==> src/rtl/fir_pkg.sv <==
// +--------------------------------------------------------------------+
// | fir_pkg : shared FSM state type and width helpers  (rev 1.0)       |
// +--------------------------------------------------------------------+
`default_nettype none

package fir_pkg;

   typedef enum logic [1:0] {
      ST_IDLE = 2'd0,
      ST_MAC  = 2'd1,
      ST_OUT  = 2'd2
   } fir_state_e;

   // Full-precision output width: product plus growth for N+1 terms.
   function automatic int fir_width_y(input int wx, input int wb, input int n);
      return wx + wb + $clog2(n + 1);
   endfunction

   function automatic int fir_cw(input int c);
      return (c > 1) ? $clog2(c) : 1;
   endfunction

   function automatic int fir_kw(input int n);
      return (n > 0) ? $clog2(n + 1) : 1;
   endfunction

endpackage

`default_nettype wire

==> src/rtl/fir_tap_mem.sv <==
// +--------------------------------------------------------------------+
// | fir_tap_mem : per-channel delay lines, shift-on-write, tap read    |
// | rev 1.0                                                            |
// +--------------------------------------------------------------------+
`default_nettype none

module fir_tap_mem import fir_pkg::*; #(
   parameter int N       = 3,
   parameter int C       = 2,
   parameter int WIDTH_X = 4,
   parameter int CW      = 1,
   parameter int KW      = 2
) (
   input  logic                      clk,
   input  logic                      rstn,
   input  logic                      wr_en_i,
   input  logic [CW-1:0]             wr_chan_i,
   input  logic signed [WIDTH_X-1:0] wr_data_i,
   input  logic [CW-1:0]             rd_chan_i,
   input  logic [KW-1:0]             rd_tap_i,
   output logic signed [WIDTH_X-1:0] rd_data_o
);

   logic signed [WIDTH_X-1:0] z_q [C][N+1];

   always_ff @(posedge clk or negedge rstn) begin
      if (!rstn) begin
         for (int c = 0; c < C; c++) begin
            for (int k = 0; k <= N; k++) begin
               z_q[c][k] <= '0;
            end
         end
      end else if (wr_en_i) begin
         for (int c = 0; c < C; c++) begin
            if (wr_chan_i == CW'(c)) begin
               z_q[c][0] <= wr_data_i;
               for (int k = 1; k <= N; k++) begin
                  z_q[c][k] <= z_q[c][k-1];
               end
            end
         end
      end
   end

   // Explicit mux keeps out-of-range channel/tap codes reading zero.
   always_comb begin
      rd_data_o = '0;
      for (int c = 0; c < C; c++) begin
         for (int k = 0; k <= N; k++) begin
            if (rd_chan_i == CW'(c) && rd_tap_i == KW'(k)) begin
               rd_data_o = z_q[c][k];
            end
         end
      end
   end

endmodule

`default_nettype wire

==> src/rtl/fir_filter_tdm.sv <==
// +--------------------------------------------------------------------+
// | fir_filter_tdm : C-channel TDM FIR on one MAC; FIR_COEF_LOAD_EN    |
// | enables runtime coefficient writes.  rev 1.0                       |
// +--------------------------------------------------------------------+
`default_nettype none

module fir_filter_tdm import fir_pkg::*; #(
   parameter int N       = 3,
   parameter int C       = 2,
   parameter int WIDTH_X = 4,
   parameter int WIDTH_B = 4,
   parameter logic [WIDTH_B*(N+1)-1:0] B = {4'd1, 4'd2, 4'd3, 4'd4},
   localparam int WIDTH_Y = fir_width_y(WIDTH_X, WIDTH_B, N),
   localparam int CW      = fir_cw(C),
   localparam int KW      = fir_kw(N)
) (
   input  logic                      clk,
   input  logic                      rstn,
   input  logic                      s_valid,
   output logic                      s_ready,
   input  logic [CW-1:0]             s_chan,
   input  logic signed [WIDTH_X-1:0] s_data,
   output logic                      m_valid,
   input  logic                      m_ready,
   output logic [CW-1:0]             m_chan,
   output logic signed [WIDTH_Y-1:0] m_data,
   input  logic                      coef_we,
   input  logic [KW-1:0]             coef_addr,
   input  logic signed [WIDTH_B-1:0] coef_data,
   output logic                      coef_ready
);

   localparam int WP = WIDTH_X + WIDTH_B;

   fir_state_e                state_q, state_d;
   logic                      ready_q;
   logic [CW-1:0]             chan_q;
   logic [KW-1:0]             k_q;
   logic signed [WIDTH_Y-1:0] acc_q;
   logic signed [WIDTH_Y-1:0] m_data_q;
   logic [CW-1:0]             m_chan_q;

   logic                      w_accept;
   logic                      w_start;
   logic                      w_last;
   logic signed [WIDTH_X-1:0] w_tap;
   logic signed [WIDTH_B-1:0] w_coef;
   logic signed [WP-1:0]      w_prod;
   logic signed [WIDTH_Y-1:0] w_sum;
   logic signed [WIDTH_B-1:0] coef_tbl [N+1];

   assign w_accept = s_valid && s_ready;
   // Out-of-range channels complete the handshake but never start a MAC.
   assign w_start  = w_accept && (int'(s_chan) < C);
   assign w_last   = (k_q == KW'(N));

   fir_tap_mem #(
      .N       (N),
      .C       (C),
      .WIDTH_X (WIDTH_X),
      .CW      (CW),
      .KW      (KW)
   ) u_tap_mem (
      .clk       (clk),
      .rstn      (rstn),
      .wr_en_i   (w_start),
      .wr_chan_i (s_chan),
      .wr_data_i (s_data),
      .rd_chan_i (chan_q),
      .rd_tap_i  (k_q),
      .rd_data_o (w_tap)
   );

`ifdef FIR_COEF_LOAD_EN
   logic signed [WIDTH_B-1:0] coef_q [N+1];

   always_ff @(posedge clk or negedge rstn) begin
      if (!rstn) begin
         for (int k = 0; k <= N; k++) begin
            coef_q[k] <= B[WIDTH_B*k +: WIDTH_B];
         end
      end else if (coef_we && coef_ready) begin
         for (int k = 0; k <= N; k++) begin
            if (coef_addr == KW'(k)) begin
               coef_q[k] <= coef_data;
            end
         end
      end
   end

   always_comb begin
      for (int k = 0; k <= N; k++) begin
         coef_tbl[k] = coef_q[k];
      end
   end
`else
   logic unused_coef;
   assign unused_coef = ^{coef_we, coef_addr, coef_data};

   always_comb begin
      for (int k = 0; k <= N; k++) begin
         coef_tbl[k] = B[WIDTH_B*k +: WIDTH_B];
      end
   end
`endif

   always_comb begin
      w_coef = '0;
      for (int k = 0; k <= N; k++) begin
         if (k_q == KW'(k)) begin
            w_coef = coef_tbl[k];
         end
      end
   end

   assign w_prod = WP'(w_tap) * WP'(w_coef);
   assign w_sum  = acc_q + WIDTH_Y'(w_prod);

   always_ff @(posedge clk or negedge rstn) begin
      if (!rstn) begin
         state_q <= ST_IDLE;
         ready_q <= 1'b0;
      end else begin
         state_q <= state_d;
         ready_q <= 1'b1;
      end
   end

   always_comb begin
      state_d = state_q;
      case (state_q)
         ST_IDLE: if (w_start) state_d = ST_MAC;
         ST_MAC:  if (w_last)  state_d = ST_OUT;
         ST_OUT:  if (m_ready) state_d = ST_IDLE;
         default: state_d = ST_IDLE;
      endcase
   end

   always_comb begin
      s_ready = ready_q && (state_q == ST_IDLE);
      m_valid = (state_q == ST_OUT);
`ifdef FIR_COEF_LOAD_EN
      coef_ready = (state_q == ST_IDLE);
`else
      coef_ready = 1'b0;
`endif
   end

   always_ff @(posedge clk or negedge rstn) begin
      if (!rstn) begin
         chan_q   <= '0;
         k_q      <= '0;
         acc_q    <= '0;
         m_data_q <= '0;
         m_chan_q <= '0;
      end else if (w_start) begin
         chan_q <= s_chan;
         k_q    <= '0;
         acc_q  <= '0;
      end else if (state_q == ST_MAC) begin
         acc_q <= w_sum;
         k_q   <= k_q + 1'b1;
         if (w_last) begin
            m_data_q <= w_sum;
            m_chan_q <= chan_q;
         end
      end
   end

   assign m_data = m_data_q;
   assign m_chan = m_chan_q;

endmodule

`default_nettype wire
==> config.mk <==
export PLATFORM = sky130hd
export DESIGN_NAME = fir_filter_tdm
export DESIGN_NICKNAME = d
export VERILOG_FILES = /design/src/rtl/fir_pkg.sv /design/src/rtl/fir_tap_mem.sv /design/src/rtl/fir_filter_tdm.sv
export SDC_FILE = /design/constraint.sdc
export NUM_CORES = 1
export LEC_CHECK = 0
export BUFFER_PORTS_ARGS = -buffer_cell sky130_fd_sc_hd__buf_2
export CAP_MARGIN = 40
export CORE_ASPECT_RATIO = 0.8
export CORE_MARGIN = 2
export CORE_UTILIZATION = 55
export CTS_BUF_LIST = sky130_fd_sc_hd__clkbuf_4
export DETAILED_ROUTE_END_ITERATION = 10
export GPL_TIMING_DRIVEN = 1
export PLACE_DENSITY = 0.74
export SKIP_LAST_GASP = 1
export SYNTH_ARGS = -nofsm -noshare
export SYNTH_HDL_FRONTEND = slang
export SYNTH_HIERARCHICAL = 1
export SYNTH_SLANG_ARGS = --single-unit
==> constraint.sdc <==
create_clock -name clk -period 5.6 [get_ports clk]
set_input_delay 0.28 -clock clk [delete_from_list [all_inputs] [get_ports clk]]
set_output_delay 0.28 -clock clk [all_outputs]
set_load 0.02 [all_outputs]
[Yosys cells after proc, flatten, opt, wreduce, memory -nomap -nowiden]
Cells that the tools add are included.
Operators by class
  $add $sub $neg: 2
  $mul: 1
  bitwise logic cells: 3
  multiplexer cells: 20
  equality and inequality tests: 8
  reduce and logical (&&, ||, !) cells: 17
Operators with widths (count)
  $mux 4: 11
  $mux 10: 2
  $add 10x8->10: 1
  $logic_and 1x1->1: 10
  $mux 2: 5
  $mul 4x4->8: 1
  $eq 2x2->1 const B: 3
  $pmux 2 s3: 1
  $reduce_and 3->1: 2
  $eq 2x1->1 const B: 2
  $logic_not 2->1: 2
  $ne 2x1->1 const B: 2
  $reduce_and 2->1: 2
  $mux 3: 1
  $not 1->1: 3
  $add 2x1->2 const B: 1
  $ne 2x2->1 const B: 1
  $reduce_bool 2->1: 1
Storage, ports and cells
  register bits after elaboration: 59
  logic and storage cells: 66

[Depth between registers and ports, before layout]
Gate-level depths: netlist of the first run.
  depth in word-level cells: 14
  depth in mapped cells: 16
  depth with buffers taken out: 14

[Hierarchy]
Netlist of the first run, hierarchy kept.
By module, submodules not included
  fir_filter_tdm: instances 1, area an instance 2089.5 sq um, sequential area each 675.6 sq um, cells an instance 210
  fir_tap_mem: instances 1, area an instance 1456.4 sq um, sequential area each 800.8 sq um, cells an instance 83

[Least setup slack after synthesis of the first run]
No wires, ideal clock.
  kind: reg2reg
  from: register k_q[0]
  to: register acc_q[8]
  setup slack: 1.522 ns
  required time: 5.530 ns
  clock period less this slack: 4.078 ns
  data arrival time: 4.008 ns
  cell stages (with the launch flop): 15
  library setup time: 0.070 ns
  cell sequence: dfrtp_1 -> buf_6 -> mux4_1 -> mux2_2 -> and2_1 -> ha_1 -> fa_1 -> inv_1 -> fa_1 -> inv_1 -> ha_1 -> a21oi_1 -> o21ai_1 -> a2111oi_0 -> nand3b_1
Between the ends
  longest elaborated chain between the ends: 14
  elaborated cells on any way between the ends: 28
Ends and longest elaborated chain
  from (decl): line fir_filter_tdm.sv:38  | logic [KW-1:0] k_q;
  from (signal assigned): line fir_filter_tdm.sv:162  | k_q <= k_q + 1'b1;
  $logic_not 2->1: line fir_tap_mem.sv:50  | if (rd_chan_i == CW'(c) && rd_tap_i == KW'(k)) begin
  $logic_and 1x1->1: line fir_tap_mem.sv:50
  $mux 4 (7 in a row): line fir_tap_mem.sv:50
  $mux 4 *: line fir_tap_mem.sv:50
  named net w_tap[3]: line fir_filter_tdm.sv:46  | logic signed [WIDTH_X-1:0] w_tap;
  $mul 4x4->8 *: line fir_filter_tdm.sv:116  | assign w_prod = WP'(w_tap) * WP'(w_coef);
  $add 10x8->10 *: line fir_filter_tdm.sv:117  | assign w_sum = acc_q + WIDTH_Y'(w_prod);
  $mux 10 *: line fir_filter_tdm.sv:160  | end else if (state_q == ST_MAC) begin
  $mux 10 *: line fir_filter_tdm.sv:156  | end else if (w_start) begin
  to (signal assigned): line fir_filter_tdm.sv:161  | acc_q <= w_sum;
  to (decl): line fir_filter_tdm.sv:39  | logic signed [WIDTH_Y-1:0] acc_q;
Mark *: on every way through the listed nets, which the timed path passes. The rest lies on a longest branch. The select of a mux whose other input is x is not followed.
A chain may end at the register's enable or synchronous reset.

[Final worst setup path of the first run]
Same ends and word-level chain as after synthesis.

==> reports/results.tsv, run 1 <==
metric	value	unit
delay-heaviest family, CP	adder cells	
Synth Instances	293	
# diodes	0	
H-tree depth	3	
actual slew at the worst max-slew pin	0.778	ns
CTS buffer count	9	
Fin Clk Skew	0.00865	ns
crit path capture type	register	
endpoints failing setup	0	
number of synthesized flops with an enable pin	0	
Worst setup SP type	register	
Tmin final	4.68	ns
drt first pass iters	4	
mapped cell area	3550	um2
Synth Register Bits	59	
post-synth cell types	48	
ys flop type	dfrtp_1	
status	completed	
routability cong.	0.868	
largest net degree at the start of global routing	60	
CTS Buffer Depth	2	
Critical Path AT	5.00	ns
Post-CTS Setup Bufs	0	
period utilisation layout	0.835	
crit-path max cell delay	0.72	ns
CP max-delay cell	dfrtp_1	
Bufs and invs on worst path	2	
layout cells sized above 1	0.272	
Synth Warn #	6	
asr flop ratio synth	1.00	
drt initial violations	158	
max cap viols	0	
Synth area leaders	dfrtp_1 (42%), mux2_2 (13%), ha_1 (7.8%), fa_1 (6.2%), mux4_1 (5.9%)	
Post-layout nets	364	
most instantiated cells after synthesis	dfrtp_1 (59), mux2_2 (41), inv_1 (27)	
dpl hpwl	4.25	mm
fin. max-slew vios	0	
Fmax achieved	214	MHz
top-count cell post-synth	dfrtp_1	
CTS resizes	0	
Critical Path Fanout Max	13	
Clock transition at path regs	0.10	ns
Chip Height	75.8	um
unrepaired setup endpoints after global routing	false	
grt total ovfl	0	
CTS Root Buffer Type	clkbuf_4	
fin worst setup slack	0.922	ns
hold buffer count at CTS	0	
DRC viols	0	
worst slack at placement	0.942	ns
Syn Nets	342	
synth-to-layout area growth	6.99	%
GRT Util Overall	0.190	
Num Clock Sinks	59	
fill count	535	
WS Path Type	register to register	
relative slew slack	0.481	
synthesized area per cell	12.1	um2
die span in x	93.8	um
Buffers on Ports	21	
first-pass GRT wire length	10.2	mm
CTS tree	built	
vias in the first global route	2105	
via count	2239	
post-synth top area share	0.416	
Site Rows	26	
DRT antenna net count	0	
final setup TNS	0	ns
critical path, cell by cell	mux4_1, mux2_2, and2_1, ha_1, fa_1, inv_1, fa_1, inv_1, ha_1, a21oi_1, o21ai_1, a2111oi_0, nand3b_1	
Hold Vio Cnt, Final	0	
Post-Route WL	6.07	mm
starting density of the core	0.562	
initial antenna violation count	0	
Hold Path Class	input port to asynchronous set/reset pin	
vias per cell	5.54	
CP required	5.92	ns
Routed WL per cell	15.0	um
DIE AREA	7110	um2
sequential area share after synthesis	0.416	
I/O pin count	30	
largest area contributor in the netlist	dfrtp_1	
Core ar.	6310	um2
Skew-Pair Late Insertion Delay	0.39	ns
path summary, 6_finish.rpt:
kind | startpoint | end | slack (ns) | cells after the start
hold / removal | rstn | m_data[6]$_DFFE_PN0P_ | 0.02 | 2
max in group asynchronous | rstn | k_q[1]$_DFFE_PN0P_ | 5.08 | 2
hold reg to reg | m_data[7]$_DFFE_PN0P_ | m_data[7]$_DFFE_PN0P_ | 0.49 | 2
setup reg to reg | k_q[0]$_DFFE_PN0P_ | acc_q[8]$_DFFE_PN0P_ | 0.92 | 13
min in group clk | m_ready | state_q[1]$_DFFE_PN0P_ | 0.07 | 2
setup / recovery | k_q[0]$_DFFE_PN0P_ | acc_q[8]$_DFFE_PN0P_ | 0.92 | 13
stage by stage:
step	hold WS, ns	util	cell area [um2]	std cells
4_1_cts	0.0316	0.601	3790	404
3_3_place_gp	0.460	0.584	3690	388
2_1_floorplan	-0.0156	-	3550	293
5_1_grt	0.0553	0.601	3790	404
3_5_place_dp	0.466	0.584	3690	388
6_report	0.0242	0.601	3790	404
sequential cells by signal, summed over array words and instances, names as in the netlist:
| name | count |
|---|---|
| acc_q | 10 |
| chan_q | 1 |
| k_q | 2 |
| m_chan | 1 |
| m_data | 10 |
| ready_q | 1 |
| state_q | 2 |
| u_tap_mem/z_q | 32 |
layout make-up:
class,instances,area (um2),area share
clock inverters,6,32.5,0.00858
multi-input cells,196,1890,0.498
repair buffers,22,113,0.0297
flip-flops and latches,59,1480,0.389
well taps,84,105,0.0277
inverters,27,101,0.0267
clock buffers,10,75.1,0.0198
routing by layer:
layer	track usage	part of all wire	up-vias
met5	0	0	-
met4	0.0548	0.012	0
met3	0.0475	0.040	8
met2	0.282	0.44	38
met1	0.280	0.51	1114
li1	-	-	1079
layout by cell type (no fill, tap or decap), types with 10 or more instances in the layout:
master	count
dfrtp_1	59
mux2_2	41
inv_1	27
ha_1	22
buf_2	21
nand2_1	20
fa_1	11
o21ai_0	10
clkbuf_4	10
cell families after synthesis:
| family | synth area share |
|---|---|
| AO/OA/AOI/OAI | 0.0854 |
| XOR/XNOR | 0.0123 |
| adder cells (fa/ha/maj) | 0.140 |
| buffers and inverters | 0.0505 |
| flip-flops | 0.416 |
| multiplexers | 0.195 |
| other | 0.00212 |
| AND/OR/NAND/NOR | 0.0985 |
Power of run 1 is not shown: default switching activity piles up to over one toggle a cycle in this logic, so the estimate is an artifact.
==> run 2, diff against run 1 <==
==> constraint.sdc (replaced) <==
create_clock -name clk -period 4.5 [get_ports clk]
set_input_delay 0.225 -clock clk [delete_from_list [all_inputs] [get_ports clk]]
set_output_delay 0.225 -clock clk [all_outputs]
set_load 0.02 [all_outputs]
==> reports/results.tsv, run 2 (synthesized netlist as in run 1, its figures left out) <==
metric	value	unit
status	completed	
crit-path max cell delay	0.58	ns
layout cells sized above 1	0.300	
worst-case reg-to-reg path depth	13	
grt total ovfl	0	
worst slack at placement	-0.0778	ns
first-pass GRT wire length	10.3	mm
Post-layout nets	371	
max reg flops	32	
met1 Usage GRT	0.276	
grt met2 use	0.300	
die span in x	93.8	um
Hold Crit Start	s_data[3]	
initial antenna violation count	0	
routability cong.	0.844	
period utilisation layout	0.963	
Skew-Pair Late Insertion Delay	0.39	ns
unrepaired setup endpoints after global routing	true	
Worst setup SP type	register	
via count	2290	
DIE AREA	7110	um2
most frequent cells in the layout	dfrtp_1 (58), mux2_2 (41), inv_1 (27)	
WS Path Type	register to register	
commonest non-fill, non-tap cell in the layout	dfrtp_1	
Buffers on Ports	21	
H-tree depth	3	
vias per cell	5.57	
starting density of the core	0.562	
reg-to-reg startpoint	k_q[0]$_DFFE_PN0P_	
DRT antenna net count	0	
hold path depth	2	
CTS Buffer Depth	2	
Bufs and invs on worst path	2	
GRT Util Overall	0.193	
fin. max-slew vios	0	
CP max-delay cell	mux4_1	
most flop-heavy register	u_tap_mem/z_q	
capture point of the worst reg-to-reg path	acc_q[8]$_DFFE_PN0P_	
Hold Path Class	input port to register	
DRC viols	0	
CP required	4.77	ns
worst hold slack	0.0708	ns
Critical Path Fanout Max	7	
Fin Clk Skew	0.0170	ns
drt first pass iters	4	
delay-heaviest family, CP	adder cells	
largest net degree at the start of global routing	60	
endpoints failing setup	0	
CTS buffer count	9	
Hold Vio Cnt, Final	0	
reg2reg setup slack	0.17	ns
Tmin final	4.33	ns
Clock transition at path regs	0.11	ns
fin worst setup slack	0.165	ns
Post-Layout Cell Count	411	
Critical Path AT	4.60	ns
CTS Root Buffer Type	clkbuf_4	
Fmax achieved	231	MHz
Post-Route WL	6.41	mm
Chip Height	75.8	um
drt initial violations	117	
vias in the first global route	2160	
GR Layer Usage met3	0.0564	
synth-to-layout area growth	10.4	%
relative slew slack	0.465	
I/O pin count	30	
crit path capture type	register	
Routed WL per cell	15.6	um
dpl hpwl	4.47	mm
grt peak-use layer	met2	
Site Rows	26	
max cap viols	0	
critical path, cell by cell	mux4_1, mux2_2, and2_1, ha_1, fa_1, inv_1, fa_1, inv_1, ha_1, a21oi_1, o21ai_1, a222oi_1, nand3b_1	
WHS Endpoint	u_tap_mem/z_q[15]$_DFFE_PN0P_	
Num Clock Sinks	59	
Core ar.	6310	um2
actual slew at the worst max-slew pin	0.803	ns
CTS tree	built	
dpl cells	391	
# diodes	0	
run 2: per-stage QoR:
| step | area [um2] | util | TNS [ns] |
|---|---|---|---|
| finish | 3910 | 0.620 | 0 |
| global route | 3910 | 0.620 | -0.0439 |
| CTS | 3870 | 0.613 | 0 |
| detailed placement | 3710 | 0.588 | -0.0778 |
| global placement | 3710 | 0.588 | 0 |
| floorplan | 3550 | - | 0 |
run 2: what timing repair did:
| item | in CTS | in global routing |
|---|---|---|
| pin swaps | 0 | 2 |
| hold buffers | 2 | 0 |
| hold endpoints to repair | 53 | 0 |
| setup buffers | 0 | 2 |
| gates resized for setup | 2 | 4 |
| setup endpoints to repair | 2 | 7 |
run 2: worst max path at each step:
stage	to	start	depth (start not counted)	slack (ns)
after floorplan	acc_q[8]$_DFFE_PN0P_	k_q[0]$_DFFE_PN0P_	14	0.42
after global placement	acc_q[8]$_DFFE_PN0P_	k_q[0]$_DFFE_PN0P_	13	0.12
after detailed placement	acc_q[8]$_DFFE_PN0P_	k_q[0]$_DFFE_PN0P_	13	-0.08
after CTS	acc_q[8]$_DFFE_PN0P_	k_q[0]$_DFFE_PN0P_	13	0.05
after global routing	acc_q[8]$_DFFE_PN0P_	k_q[0]$_DFFE_PN0P_	13	-0.04
final	acc_q[8]$_DFFE_PN0P_	k_q[0]$_DFFE_PN0P_	13	0.17
run 2: per-layer routing:
layer | vias to the layer above | wire length [um]
li1 | 1100 | -
met1 | 1125 | 3020
met2 | 63 | 3030
met3 | 2 | 335
met4 | 0 | 25
met5 | - | 0
run 2: cell type report:
cell class / count / area, um2
Clock buffer: 9 / 67.6
Clock inverter: 7 / 68.8
Fill cell: 523 / 2400
Inverter: 27 / 101
Multi-Input combinational cell: 196 / 1910
Sequential cell: 59 / 1480
Tap cell: 84 / 105
Timing Repair Buffer: 29 / 183
run 2: worst reg2reg max path, delay by kind of cell (launching register included):
kind / cells / cell delay (ns)
mux: 2 / 0.88
flops: 1 / 0.46
buf+inv: 2 / 0.09
fa+ha+maj: 4 / 1.72
compound gates: 3 / 0.73
simple gates: 2 / 0.34
Power of run 2 is left out for the same reason.
==> run 3, diff against run 2 <==
--- a/config.mk
+++ b/config.mk
@@ -17,5 +17,4 @@
 export SKIP_LAST_GASP = 1
 export SYNTH_ARGS = -nofsm -noshare
 export SYNTH_HDL_FRONTEND = slang
-export SYNTH_HIERARCHICAL = 1
 export SYNTH_SLANG_ARGS = --single-unit
==> constraint.sdc (replaced) <==
create_clock -name clk -period 4.5 [get_ports clk]
set_input_delay 0.225 -clock clk [delete_from_list [all_inputs] [get_ports clk]]
set_output_delay 0.225 -clock clk [all_outputs]
set_load 0.05 [all_outputs]
==> reports/results.tsv, run 3 <==
metric	value	unit
Post-layout nets	424	
vias in the first global route	2438	
Tmin final	4.34	ns
routability cong.	0.810	
Hold Path Class	input port to register	
Buffers on Ports	21	
largest area contributor in the netlist	dfrtp_1	
WP depth	17	
mapped cell area	3460	um2
Post-Route WL	7.06	mm
Synth area leaders	dfrtp_1 (43%), mux2_1 (8.8%), ha_1 (8.7%), fa_1 (6.4%), o21ai_1 (4.1%)	
Num Clock Sinks	59	
CP required	4.79	ns
FF/Latch Area	1480	um2
endpoints failing setup	0	
grt total ovfl	0	
Fin Clk Skew	0.0173	ns
I/O pin count	30	
Critical Path AT	4.63	ns
max reg flops	32	
DRT met1 WL	3.23	mm
Clock transition at path regs	0.11	ns
DRC viols	0	
most frequent cells in the layout	dfrtp_1 (58), nand2_1 (37), o21ai_1 (27), inv_1 (27), mux2_1 (27)	
met3 routed wirelength	292	um
DIE AREA	6940	um2
number of synthesized flops with an enable pin	0	
crit path capture type	register	
Synth Register Bits	59	
# diodes	0	
drt first pass iters	4	
status	completed	
Fmax achieved	230	MHz
sequential area share after synthesis	0.427	
reg2reg setup slack	0.16	ns
CTS Root Buffer Type	clkbuf_4	
asr flop ratio synth	1.00	
synth-to-layout area growth	17.7	%
commonest non-fill, non-tap cell in the layout	dfrtp_1	
critical path launch point	k_q[0]$_DFFE_PN0P_	
delay-heaviest family, CP	adder cells	
layout cells sized above 1	0.238	
Worst setup SP type	register	
vias per cell	5.47	
CTS buffer count	9	
via count	2510	
crit-path max cell delay	0.52	ns
Synth Warn #	0	
reg-to-reg startpoint	k_q[0]$_DFFE_PN0P_	
Synth Instances	333	
first-pass GRT wire length	11.5	mm
actual slew at the worst max-slew pin	0.727	ns
capture point of the worst reg-to-reg path	acc_q[7]$_DFFE_PN0P_	
worst-case reg-to-reg path depth	17	
max cap viols	0	
Core ar.	6010	um2
dpl hpwl	4.68	mm
CTS tree	built	
fill count	459	
synthesized area per cell	10.4	um2
most instantiated cells after synthesis	dfrtp_1 (59), nand2_1 (37), inv_1 (29)	
Chip Height	74.9	um
period utilisation layout	0.964	
starting density of the core	0.576	
WL met2	3.43	mm
most flop-heavy register	u_tap_mem.z_q	
post-synth top area share	0.427	
initial antenna violation count	0	
CP max-delay cell	fa_1	
worst hold slack	0.0322	ns
Bufs and invs on worst path	3	
CTS Buffer Depth	2	
ys flop type	dfrtp_1	
Routed WL per cell	15.4	um
critical path, cell by cell	buf_4, ha_4, or3_4, a221oi_2, a211o_1, nor2_1, ha_1, inv_1, fa_1, fa_1, inv_1, ha_4, a211oi_4, o21bai_1, a21oi_1, xor2_1, o21ai_1	
DRT antenna net count	0	
top layer in use	met4	
drt initial violations	141	
relative slew slack	0.515	
H-tree depth	3	
WS Path Type	register to register	
GRT Util Overall	0.219	
Hold Vio Cnt, Final	0	
fin. max-slew vios	0	
largest net degree at the start of global routing	60	
Skew-Pair Late Insertion Delay	0.42	ns
top-count cell post-synth	dfrtp_1	
crit path to	acc_q[7]$_DFFE_PN0P_	
Site Rows	25	
post-synth cell types	39	
Critical Path Fanout Max	8	
Syn Nets	384	
die span in x	92.6	um
area of the multi-input gates	1900	um2
-- run 3: cell types whose count changed in the layout (fill, tap and decap cells not counted), sizes merged, moves of 5 or more --
cell | previous run | this run
and2 | 8 | 3
a21oi | 6 | 18
a221oi | 2 | 10
mux2 | 41 | 27
nor2 | 8 | 20
nor2b | 6 | 1
mux4 | 8 | 0
nand2 | 20 | 38
xor2 | 1 | 6
o21ai | 13 | 41
buf | 27 | 41
-- run 3: per-stage QoR --
stage / setup WS, ns / instances / util / cell area, um2 / TNS (ns)
2_1_floorplan: 0.384 / 333 / - / 3460 / 0
3_3_place_gp: 0.0377 / 438 / 0.615 / 3690 / 0
3_5_place_dp: -0.0896 / 438 / 0.615 / 3690 / -0.316
5_1_grt: -0.0377 / 459 / 0.677 / 4070 / -0.0768
4_1_cts: 0.00813 / 456 / 0.652 / 3920 / 0
6_report: 0.161 / 459 / 0.677 / 4070 / 0
-- run 3: layer usage --
layer,track usage,up-vias
li1,-,1212
met1,0.301,1240
met2,0.333,48
met3,0.0641,10
met4,0.0882,0
met5,0,-
-- run 3: what timing repair did --
action	4_1_cts	5_1_grt
buffers inserted	0	2
hold endpoints to repair	60	2
resized for setup	3	24
hold buffers	2	1
pin swaps	2	12
endpoints found under the setup margin	8	10
-- run 3: worst register-to-register path, stage by stage, from the launching register on --
cell and delay, ns:
dfrtp_2 0.47, buf_4 0.16, ha_4 0.19, or3_4 0.42
a221oi_2 0.20, a211o_1 0.21, nor2_1 0.07, ha_1 0.27
inv_1 0.05, fa_1 0.47, fa_1 0.52, inv_1 0.07
ha_4 0.26, a211oi_4 0.29, o21bai_1 0.12, a21oi_1 0.17
xor2_1 0.21, o21ai_1 0.08
-- run 3: how the worst min path moves through the flow --
stage / slack [ns] / cells after the start / from / endpoint
2_1_floorplan: -0.07 / 0 / rstn / acc_q[0]$_DFFE_PN0P_
3_3_place_gp: 0.41 / 2 / rstn / u_tap_mem.z_q[23]$_DFFE_PN0P_
3_5_place_dp: 0.42 / 2 / rstn / u_tap_mem.z_q[23]$_DFFE_PN0P_
4_1_cts: 0.009 / 2 / s_data[1] / u_tap_mem.z_q[13]$_DFFE_PN0P_
5_1_grt: 0.002 / 2 / s_data[3] / u_tap_mem.z_q[31]$_DFFE_PN0P_
6_report: 0.03 / 2 / s_data[3] / u_tap_mem.z_q[31]$_DFFE_PN0P_
-- run 3: logic make-up (layout without fill, tap and decap cells) --
| kind of cell | Yosys count | after routing | share of synthesized area |
|---|---|---|---|
| buffers and inverters | 45 | 90 | 0.0626 |
| DFF | 59 | 59 | 0.427 |
| and+or+nand+nor | 74 | 74 | 0.0941 |
| other | 2 | 2 | 0.00217 |
| muxes | 27 | 27 | 0.0879 |
| AOI/OAI and AO/OA | 82 | 82 | 0.153 |
| xor gates and xnor gates | 9 | 9 | 0.0228 |
| adders and majority gates | 35 | 35 | 0.151 |
-- run 3: area by class of cell --
class	instances	share of cell area
sequential	59	0.363
clock inverter	7	0.0308
tap	81	0.0249
clock buffer	9	0.0166
multi-input combinational	229	0.467
inverter	30	0.0277
timing repair buffer	44	0.0701
Power of run 3 is left out for the same reason.
